`config.mk`:
```
export PLATFORM = sky130hd
export DESIGN_NAME = intersection_ctrl_flat
export DESIGN_NICKNAME = d
export VERILOG_FILES = /design/src/rtl/intersection_ctrl_if.sv /design/src/rtl/intersection_ctrl.sv /design/src/flat_wrapper.sv
export SDC_FILE = /design/constraint.sdc
export NUM_CORES = 1
export LEC_CHECK = 0
export CORE_MARGIN = 5
export CORE_UTILIZATION = 47
export CTS_BUF_LIST = sky130_fd_sc_hd__clkbuf_8
export CTS_CLUSTER_SIZE = 16
export DETAILED_ROUTE_END_ITERATION = 6
export PLACE_DENSITY = 0.7
export SYNTH_ARGS = -nofsm -noshare
export SYNTH_HDL_FRONTEND = slang
export SYNTH_SLANG_ARGS = --single-unit
```
`constraint.sdc`:
```
create_clock -name clk -period 3.1 [get_ports clk]
set_input_delay 0.775 -clock clk [delete_from_list [all_inputs] [get_ports clk]]
set_output_delay 0.775 -clock clk [all_outputs]
set_load 0.05 [all_outputs]
```
`src/rtl/intersection_ctrl_if.sv`:
```
// Signal bundle between the intersection controller and its environment:
// sensor/button requests in, lamp drives and 7-segment phase/timer out.
interface intersection_ctrl_if #(
   parameter int unsigned CW = 4
);
   logic          req_b;
   logic          ped_req;
   logic          a_red;
   logic          a_yellow;
   logic          a_green;
   logic          b_red;
   logic          b_yellow;
   logic          b_green;
   logic          walk;
   logic          ped_pending;
   logic [3:0]    phase;
   logic [CW-1:0] remaining;

   modport master (
      output req_b, ped_req,
      input  a_red, a_yellow, a_green, b_red, b_yellow, b_green,
      input  walk, ped_pending, phase, remaining
   );

   modport slave (
      input  req_b, ped_req,
      output a_red, a_yellow, a_green, b_red, b_yellow, b_green,
      output walk, ped_pending, phase, remaining
   );
endinterface

```
`src/rtl/intersection_ctrl.sv`:
```
// Two-approach traffic-light sequencer: A green by default, B on sensor demand,
// latched pedestrian walk phase; outputs decode from registered state only.
module intersection_ctrl #(
   parameter int unsigned CW           = 4,
   parameter int unsigned T_STARTUP    = 6,
   parameter int unsigned T_ALL_RED    = 2,
   parameter int unsigned T_RED_YELLOW = 2,
   parameter int unsigned T_MIN_GREEN  = 6,
   parameter int unsigned T_MAX_GREEN  = 12,
   parameter int unsigned T_YELLOW     = 3,
   parameter int unsigned T_WALK       = 5
) (
   input logic               clk,
   input logic               resetn,
   intersection_ctrl_if.slave bus
);
   typedef enum logic [3:0] {
      StStartup = 4'd0, StAllRed1 = 4'd1, StARy    = 4'd2, StAGreen = 4'd3,
      StAYellow = 4'd4, StAllRed2 = 4'd5, StWalk   = 4'd6, StBRy    = 4'd7,
      StBGreen  = 4'd8, StBYellow = 4'd9
   } state_e;

   // Last count value of each phase; a phase of length T exits when cnt hits T-1.
   localparam logic [CW-1:0] StartupEnd  = CW'(T_STARTUP - 1);
   localparam logic [CW-1:0] AllRedEnd   = CW'(T_ALL_RED - 1);
   localparam logic [CW-1:0] RedYelEnd   = CW'(T_RED_YELLOW - 1);
   localparam logic [CW-1:0] MinGreenEnd = CW'(T_MIN_GREEN - 1);
   localparam logic [CW-1:0] MaxGreenEnd = CW'(T_MAX_GREEN - 1);
   localparam logic [CW-1:0] YellowEnd   = CW'(T_YELLOW - 1);
   localparam logic [CW-1:0] WalkEnd     = CW'(T_WALK - 1);
   localparam logic [CW-1:0] CntMax      = '1;

   state_e        state_q, state_d;
   logic [CW-1:0] cnt_q, cnt_d;
   logic          blink_q, blink_d;
   logic          ped_q, ped_d;

   always_ff @(posedge clk or negedge resetn) begin
      if (!resetn) begin
         state_q <= StStartup;
         cnt_q   <= '0;
         blink_q <= 1'b0;
         ped_q   <= 1'b0;
      end else begin
         state_q <= state_d;
         cnt_q   <= cnt_d;
         blink_q <= blink_d;
         ped_q   <= ped_d;
      end
   end

   always_comb begin
      state_d = state_q;
      blink_d = 1'b0;
      ped_d   = ped_q;
      case (state_q)
         StStartup: begin
            blink_d = ~blink_q;
            if (cnt_q == StartupEnd) state_d = StAllRed1;
         end
         StAllRed1: if (cnt_q == AllRedEnd) state_d = StARy;
         StARy:     if (cnt_q == RedYelEnd) state_d = StAGreen;
         StAGreen:  if (cnt_q >= MinGreenEnd && (bus.req_b || ped_q)) state_d = StAYellow;
         StAYellow: if (cnt_q == YellowEnd) state_d = StAllRed2;
         StAllRed2: begin
            if (cnt_q == AllRedEnd) begin
               if (ped_q)          state_d = StWalk;
               else if (bus.req_b) state_d = StBRy;
               else                state_d = StARy;
            end
         end
         StWalk:    if (cnt_q == WalkEnd) state_d = bus.req_b ? StBRy : StARy;
         StBRy:     if (cnt_q == RedYelEnd) state_d = StBGreen;
         StBGreen: begin
            if (cnt_q == MaxGreenEnd || (cnt_q >= MinGreenEnd && (!bus.req_b || ped_q))) begin
               state_d = StBYellow;
            end
         end
         StBYellow: if (cnt_q == YellowEnd) state_d = StAllRed1;
         default:   state_d = StStartup;
      endcase

      if (state_d != state_q)                         cnt_d = '0;
      else if (state_q == StAGreen && cnt_q == CntMax) cnt_d = cnt_q;
      else                                            cnt_d = cnt_q + CW'(1);

      // Entering WALK serves the request, so the clear beats a same-cycle press.
      if (state_d == StWalk && state_q != StWalk)                     ped_d = 1'b0;
      else if (bus.ped_req && state_q != StWalk && state_d != StWalk) ped_d = 1'b1;
   end

   always_comb begin
      bus.a_red       = 1'b0;
      bus.a_yellow    = 1'b0;
      bus.a_green     = 1'b0;
      bus.b_red       = 1'b0;
      bus.b_yellow    = 1'b0;
      bus.b_green     = 1'b0;
      bus.walk        = 1'b0;
      bus.remaining   = '0;
      bus.phase       = state_q;
      bus.ped_pending = ped_q;
      case (state_q)
         StStartup: begin
            bus.a_yellow  = blink_q;
            bus.b_yellow  = blink_q;
            bus.remaining = StartupEnd - cnt_q;
         end
         StAllRed1, StAllRed2: begin
            bus.a_red     = 1'b1;
            bus.b_red     = 1'b1;
            bus.remaining = AllRedEnd - cnt_q;
         end
         StARy: begin
            bus.a_red     = 1'b1;
            bus.a_yellow  = 1'b1;
            bus.b_red     = 1'b1;
            bus.remaining = RedYelEnd - cnt_q;
         end
         StAGreen: begin
            bus.a_green   = 1'b1;
            bus.b_red     = 1'b1;
            bus.remaining = (cnt_q < MinGreenEnd) ? MinGreenEnd - cnt_q : '0;
         end
         StAYellow: begin
            bus.a_yellow  = 1'b1;
            bus.b_red     = 1'b1;
            bus.remaining = YellowEnd - cnt_q;
         end
         StWalk: begin
            bus.a_red     = 1'b1;
            bus.b_red     = 1'b1;
            bus.walk      = 1'b1;
            bus.remaining = WalkEnd - cnt_q;
         end
         StBRy: begin
            bus.a_red     = 1'b1;
            bus.b_red     = 1'b1;
            bus.b_yellow  = 1'b1;
            bus.remaining = RedYelEnd - cnt_q;
         end
         StBGreen: begin
            bus.a_red     = 1'b1;
            bus.b_green   = 1'b1;
            bus.remaining = MaxGreenEnd - cnt_q;
         end
         StBYellow: begin
            bus.a_red     = 1'b1;
            bus.b_yellow  = 1'b1;
            bus.remaining = YellowEnd - cnt_q;
         end
         default: ;
      endcase
   end
endmodule

```
`src/flat_wrapper.sv`:
```
// flat-port wrapper written by rule: the top's interface ports become plain ports
module intersection_ctrl_flat 
#(
   parameter int unsigned CW           = 4,
   parameter int unsigned T_STARTUP    = 6,
   parameter int unsigned T_ALL_RED    = 2,
   parameter int unsigned T_RED_YELLOW = 2,
   parameter int unsigned T_MIN_GREEN  = 6,
   parameter int unsigned T_MAX_GREEN  = 12,
   parameter int unsigned T_YELLOW     = 3,
   parameter int unsigned T_WALK       = 5
)
  (clk, resetn, bus_req_b, bus_ped_req, bus_a_red, bus_a_yellow, bus_a_green, bus_b_red, bus_b_yellow, bus_b_green, bus_walk, bus_ped_pending, bus_phase, bus_remaining);
  intersection_ctrl_if #(.CW(CW)) bus_i ();
  input logic clk;
  input logic resetn;
  input wire logic [$bits(bus_i.req_b)-1:0] bus_req_b;
  input wire logic [$bits(bus_i.ped_req)-1:0] bus_ped_req;
  output wire logic [$bits(bus_i.a_red)-1:0] bus_a_red;
  output wire logic [$bits(bus_i.a_yellow)-1:0] bus_a_yellow;
  output wire logic [$bits(bus_i.a_green)-1:0] bus_a_green;
  output wire logic [$bits(bus_i.b_red)-1:0] bus_b_red;
  output wire logic [$bits(bus_i.b_yellow)-1:0] bus_b_yellow;
  output wire logic [$bits(bus_i.b_green)-1:0] bus_b_green;
  output wire logic [$bits(bus_i.walk)-1:0] bus_walk;
  output wire logic [$bits(bus_i.ped_pending)-1:0] bus_ped_pending;
  output wire logic [$bits(bus_i.phase)-1:0] bus_phase;
  output wire logic [$bits(bus_i.remaining)-1:0] bus_remaining;
  assign bus_i.req_b = bus_req_b;
  assign bus_i.ped_req = bus_ped_req;
  assign bus_a_red = bus_i.a_red;
  assign bus_a_yellow = bus_i.a_yellow;
  assign bus_a_green = bus_i.a_green;
  assign bus_b_red = bus_i.b_red;
  assign bus_b_yellow = bus_i.b_yellow;
  assign bus_b_green = bus_i.b_green;
  assign bus_walk = bus_i.walk;
  assign bus_ped_pending = bus_i.ped_pending;
  assign bus_phase = bus_i.phase;
  assign bus_remaining = bus_i.remaining;
  intersection_ctrl #(.CW(CW), .T_STARTUP(T_STARTUP), .T_ALL_RED(T_ALL_RED), .T_RED_YELLOW(T_RED_YELLOW), .T_MIN_GREEN(T_MIN_GREEN), .T_MAX_GREEN(T_MAX_GREEN), .T_YELLOW(T_YELLOW), .T_WALK(T_WALK)) u_core (.clk(clk), .resetn(resetn), .bus(bus_i));
endmodule
```
* Yosys cells after proc, flatten, opt, wreduce, memory -nomap -nowiden
Cells that the tools add are included.
** Cells by class
- Add/subtract/negate cells :: 6
- Order comparisons :: 2
- Equality and inequality tests :: 20
- Mux-type cells :: 27
- Bitwise gates (word level) :: 1
- Reductions and logical operators :: 18
** Operator list (count)
- 4-bit 2-to-1 mux :: 14
- 4-bit case mux with 10 select lines :: 1
- 4-bit by 3-bit equality test with 1-bit output (second input constant) :: 7
- 4-bit case mux with 6 select lines :: 1
- 4-bit equality test (second input constant) :: 4
- 7-bit OR reduction :: 2
- 4-bit by 2-bit equality test with 1-bit output (second input constant) :: 3
- 4-bit by 1-bit equality test with 1-bit output (second input constant) :: 2
- 1-bit 2-to-1 mux :: 8
- 4-bit by 3-bit != test with 1-bit output (second input constant) :: 2
- 3-bit by 4-bit subtractor with 4-bit output (first input constant) :: 2
- 1-bit logical AND :: 6
- 2-bit OR reduction :: 3
- 4-bit by 1-bit adder with 4-bit output (second input constant) :: 1
- 4-bit by 3-bit greater-or-equal comparator with 1-bit output (second input constant) :: 1
- 4-bit zero test :: 1
- 4-bit by 3-bit < comparator with 1-bit output (second input constant) :: 1
- 4-bit != test :: 1
- 1-bit case mux with 2 select lines :: 2
- 4-bit OR reduction :: 1
- 1-bit by 4-bit subtractor with 4-bit output (first input constant) :: 1
- 2-bit by 4-bit subtractor with 4-bit output (first input constant) :: 1
- 4-bit subtractor (first input constant) :: 1
- 1-bit logical OR :: 3
- 5 further kinds :: 5
** Storage, ports and cells
- Flip-flop bits (word level) :: 10
- Bits of input ports :: 4
- Output and inout bits :: 16
- Logic and storage cells :: 78

* Longest topological paths before layout
- Depth in word-level cells :: 10
- Mapped depth :: 8
- Mapped depth without buffers :: 7

* Worst setup path after synthesis
Ideal clock, no wire load.
- Path kind :: reg-to-output
- Start :: reg u_core.state_q[2], in the netlist u_core.bus.phase[2]
- End :: out bus_a_yellow
- Arrival :: 3.543 ns
- Required time :: 2.325 ns
- Slack :: -1.218 ns
- Stages on the path, launching flop included :: 5
- Path through :: dfrtp_1 -> buf_6 -> buf_2 -> nor3_1 -> a2111oi_0
** Between the ends
- Cells in the longest elaborated chain, start to end :: 3
- Elaborated cells between the ends (all ways) :: 5
- Those cells by class :: 2 x eq/ne; 1 x mux; 2 x reduce/logical
** Ends and longest elaborated chain
- start, declared :: line intersection_ctrl.sv:33 : state_e state_q, state_d;
- start signal, assigned :: line intersection_ctrl.sv:40 : state_q <= StStartup;
- start signal, assigned :: line intersection_ctrl.sv:45 : state_q <= state_d;
- 4-bit by 2-bit equality test with 1-bit output / 4-bit by 3-bit equality test with 1-bit output (equally long branches) :: line intersection_ctrl.sv:103 : case (state_q)
- 2-bit OR reduction (no line)
- 1-bit case mux with 2 select lines (*) :: line intersection_ctrl.sv:103
- end, declared :: line flat_wrapper.sv:20 : output wire logic [$bits(bus_i.a_yellow)-1:0] bus_a_yellow;
Mark *: on every way between the ends. The rest lies on a longest branch, timed or not.

* Final worst setup path
- Start :: reg u_core.cnt_q[0]
- End :: out bus_remaining[2]
** Between the ends
- Cells in the longest elaborated chain, start to end :: 3
- Elaborated cells between the ends (all ways) :: 8
- Those cells by class :: 5 x add/sub; 1 x order compare; 2 x mux
** Ends and longest elaborated chain
- start, declared :: line intersection_ctrl.sv:34 : logic [CW-1:0] cnt_q, cnt_d;
- start signal, assigned :: line intersection_ctrl.sv:46 : cnt_q <= cnt_d;
- 3-bit by 4-bit subtractor with 4-bit output / 4-bit by 3-bit < comparator with 1-bit output (equally long branches) :: line intersection_ctrl.sv:107, intersection_ctrl.sv:123
- 4-bit 2-to-1 mux :: line intersection_ctrl.sv:123 : bus.remaining = (cnt_q < MinGreenEnd) ? MinGreenEnd - cnt_q : '0;
- 4-bit case mux with 6 select lines (*) :: line intersection_ctrl.sv:103
- end, declared :: line flat_wrapper.sv:28 : output wire logic [$bits(bus_i.remaining)-1:0] bus_remaining;
Marks and branches as above.

==> flow_summary.toml <==
[logic_synthesis]
synth_top_area_cell = "dfrtp_1"
postSynthCellCount = 172
synth-seq-area-share_pct = 17.9
netlist_area_um2 = 1400
synthDominantCellAreaShare_pct = 17.9
synth_edf_count = 0
synthFlopType = "dfrtp_1"
synthTopCellsByArea = "dfrtp_1 18%, ha_1 12%, nor2_1 4.8%, o21ai_0 4.3%, buf_6 4.0%"
yosysMostFrequentCell = "nor2_1"
ys_async_sr_fraction_pct = 100
avgSynthCellArea_um2 = 8.12
synth_cell_types = 57
synth_fp_nets = 189
synth_warnings = 0
synth_common_cells = "18 x nor2_1, 13 x ha_1, 12 x nand2_1, 12 x o21ai_0, 11 x a21oi_1"
synth-seq-cells = 10

[floorplan]
design.core.area_um2 = 2810
die_y_um = 64.5
die_area_um2 = 4160
num_rows = 19
die_x_um = 64.5
start_util_pct = 49.8
ios = 20

[cells_and_area]
regArea_um2 = 253
layout-drive-gt1-share_pct = 25.0
nets = 215
fillCellCount = 257
antenna_cells = 0
multi_input_comb_area_um2 = 1040
area.growth.synth_to_final_pct = 24.0

[detailed_routing]
drtIter0Drc = 83
dr.pass1.iters = 4
ant_nets = 0
routedWlPerCell_um = 16.6
wirelength_mm = 3.78
viasPerCell = 6.23
drc = 0
via_count = 1415

[sta]
max_slew_margin_pct = 51.2
setup_violations = 0
finalCritPeriodShare_pct = 96.2
period_minus_slack_ps = 2980
setup_tns_ps = 0
fmax_mhz = 335
timing.final.hold_violations = 0
worst_pin_slew_ps = 725
finClkSkew_ps = 3.08
maxSlewViolCount = 0

[worst_setup_path]
cp-end-kind = "primary output"
cp.required_ps = 2320
start_kind = "flop"
cp.arrival_ps = 2210
crit_type = "reg2out"
crit_fanout = 8
rr_worst_depth = 6

[clocking]
cts_buffer_depth = 2
h-tree-depth = 1
cts_buffers = 3
cts_root_buf = "clkbuf_8"
insertion_delay_ps = 230
hold_buffers = 0
cts.reportedPaths.clkPinSlew_ps = 40
clkSinkCount = 10
tritoncts = "built"

[global_route]
overflow = 0
grt_max_degree = 19
track_usage_pct = 18.8
grt_pass1_vias = 1351
antenna_found_initial = 0
grt_pass1_wl_mm = 6.31

[place]
gp_congestion = 0.876
portBuffers = 19
hpwl_mm = 2.91

[min_path]
hold_class = "reg2reg"
whs_path_depth = 1

[outcome]
status = "complete, no violations"

[run]
cap_viol_max_count = 0
-- cells by family after synthesis --
logic type	after synthesis	share of synthesized area, %
simple gates	63	25.1
mux	2	1.61
compound gates	56	29.8
buf+inv	21	8.96
fa+ha+maj	13	11.6
flops	10	17.9
xor+xnor	7	4.93
-- critical path, cell delays in order (launching register included) --
cell	delay, ps
dfrtp_1	490
inv_1	130
ha_1	280
mux2_1	320
a22oi_1	220
nor2_1	70
a211o_1	270
buf_4	190
-- sequential cells by signal (all words and copies together) (netlist names) --
| register | cells |
|---|---|
| u_core.bus.phase | 4 |
| u_core.cnt_q | 4 |
| u_core.blink_q | 1 |
| u_core.bus.ped_pending | 1 |
-- final timing paths --
check	slack (ps)	start	to
worst max-delay path	120	u_core.cnt_q[0]	bus_remaining[2]
worst min-delay path	470	u_core.blink_q	u_core.blink_q
worst max register to register	860	u_core.cnt_q[1]	u_core.bus.ped_pending
max in group asynchronous	1900	resetn	u_core.cnt_q[1]
min in group asynchronous	860	resetn	u_core.cnt_q[3]
worst min register to register	470	u_core.blink_q	u_core.blink_q
-- per-layer routing --
layer | wire length, um | vias to the layer above | track usage (%)
li1 | - | 683 | -
met1 | 1720 | 668 | 24.7
met2 | 1750 | 56 | 29.8
met3 | 237 | 8 | 2.59
met4 | 68 | 0 | 10.3
met5 | 0 | - | 0
-- cell usage in the layout (no fill, tap or decap), drive strengths merged, types with 4 or more instances in the layout --
master and n:
buf 24, nor2 19, o21ai 14, ha 13, nand2 12, a21oi 12, dfrtp 10, clkdlybuf4s50 9
inv 7, nand3 6, nand2b 5, nor4 5, o211ai 5, xnor2 5, nor2b 4, nor3 4
-- repair_timing --
item                       4_1_cts  5_1_grt
setup endpoints to repair        0        3
hold endpoints to repair         0        0
resized for setup                0        5
buffers inserted                 0        4
-- cell type report --
cell class	instances	share of cell area (%)
Inverter	9	2.38
Tap cell	31	2.24
Timing Repair Buffer	33	18.5
Sequential cell	10	14.6
Multi-Input combinational cell	141	59.9
Clock buffer	3	2.38
-- stage by stage --
step           cell area, um2  setup WS (ps)  cells  hold slack (ps)  util (%)
2_1_floorplan            1410           50.5    172              430         -
3_3_place_gp             1650            392    220              460      58.8
3_5_place_dp             1650            312    220              461      58.8
4_1_cts                  1690           58.0    223              467      60.3
5_1_grt                  1730          -14.7    227              488      61.7
6_report                 1730            119    227              468      61.7
Power is not shown: default switching activity piles up to over one toggle a cycle in this logic, so the estimate is an artifact.
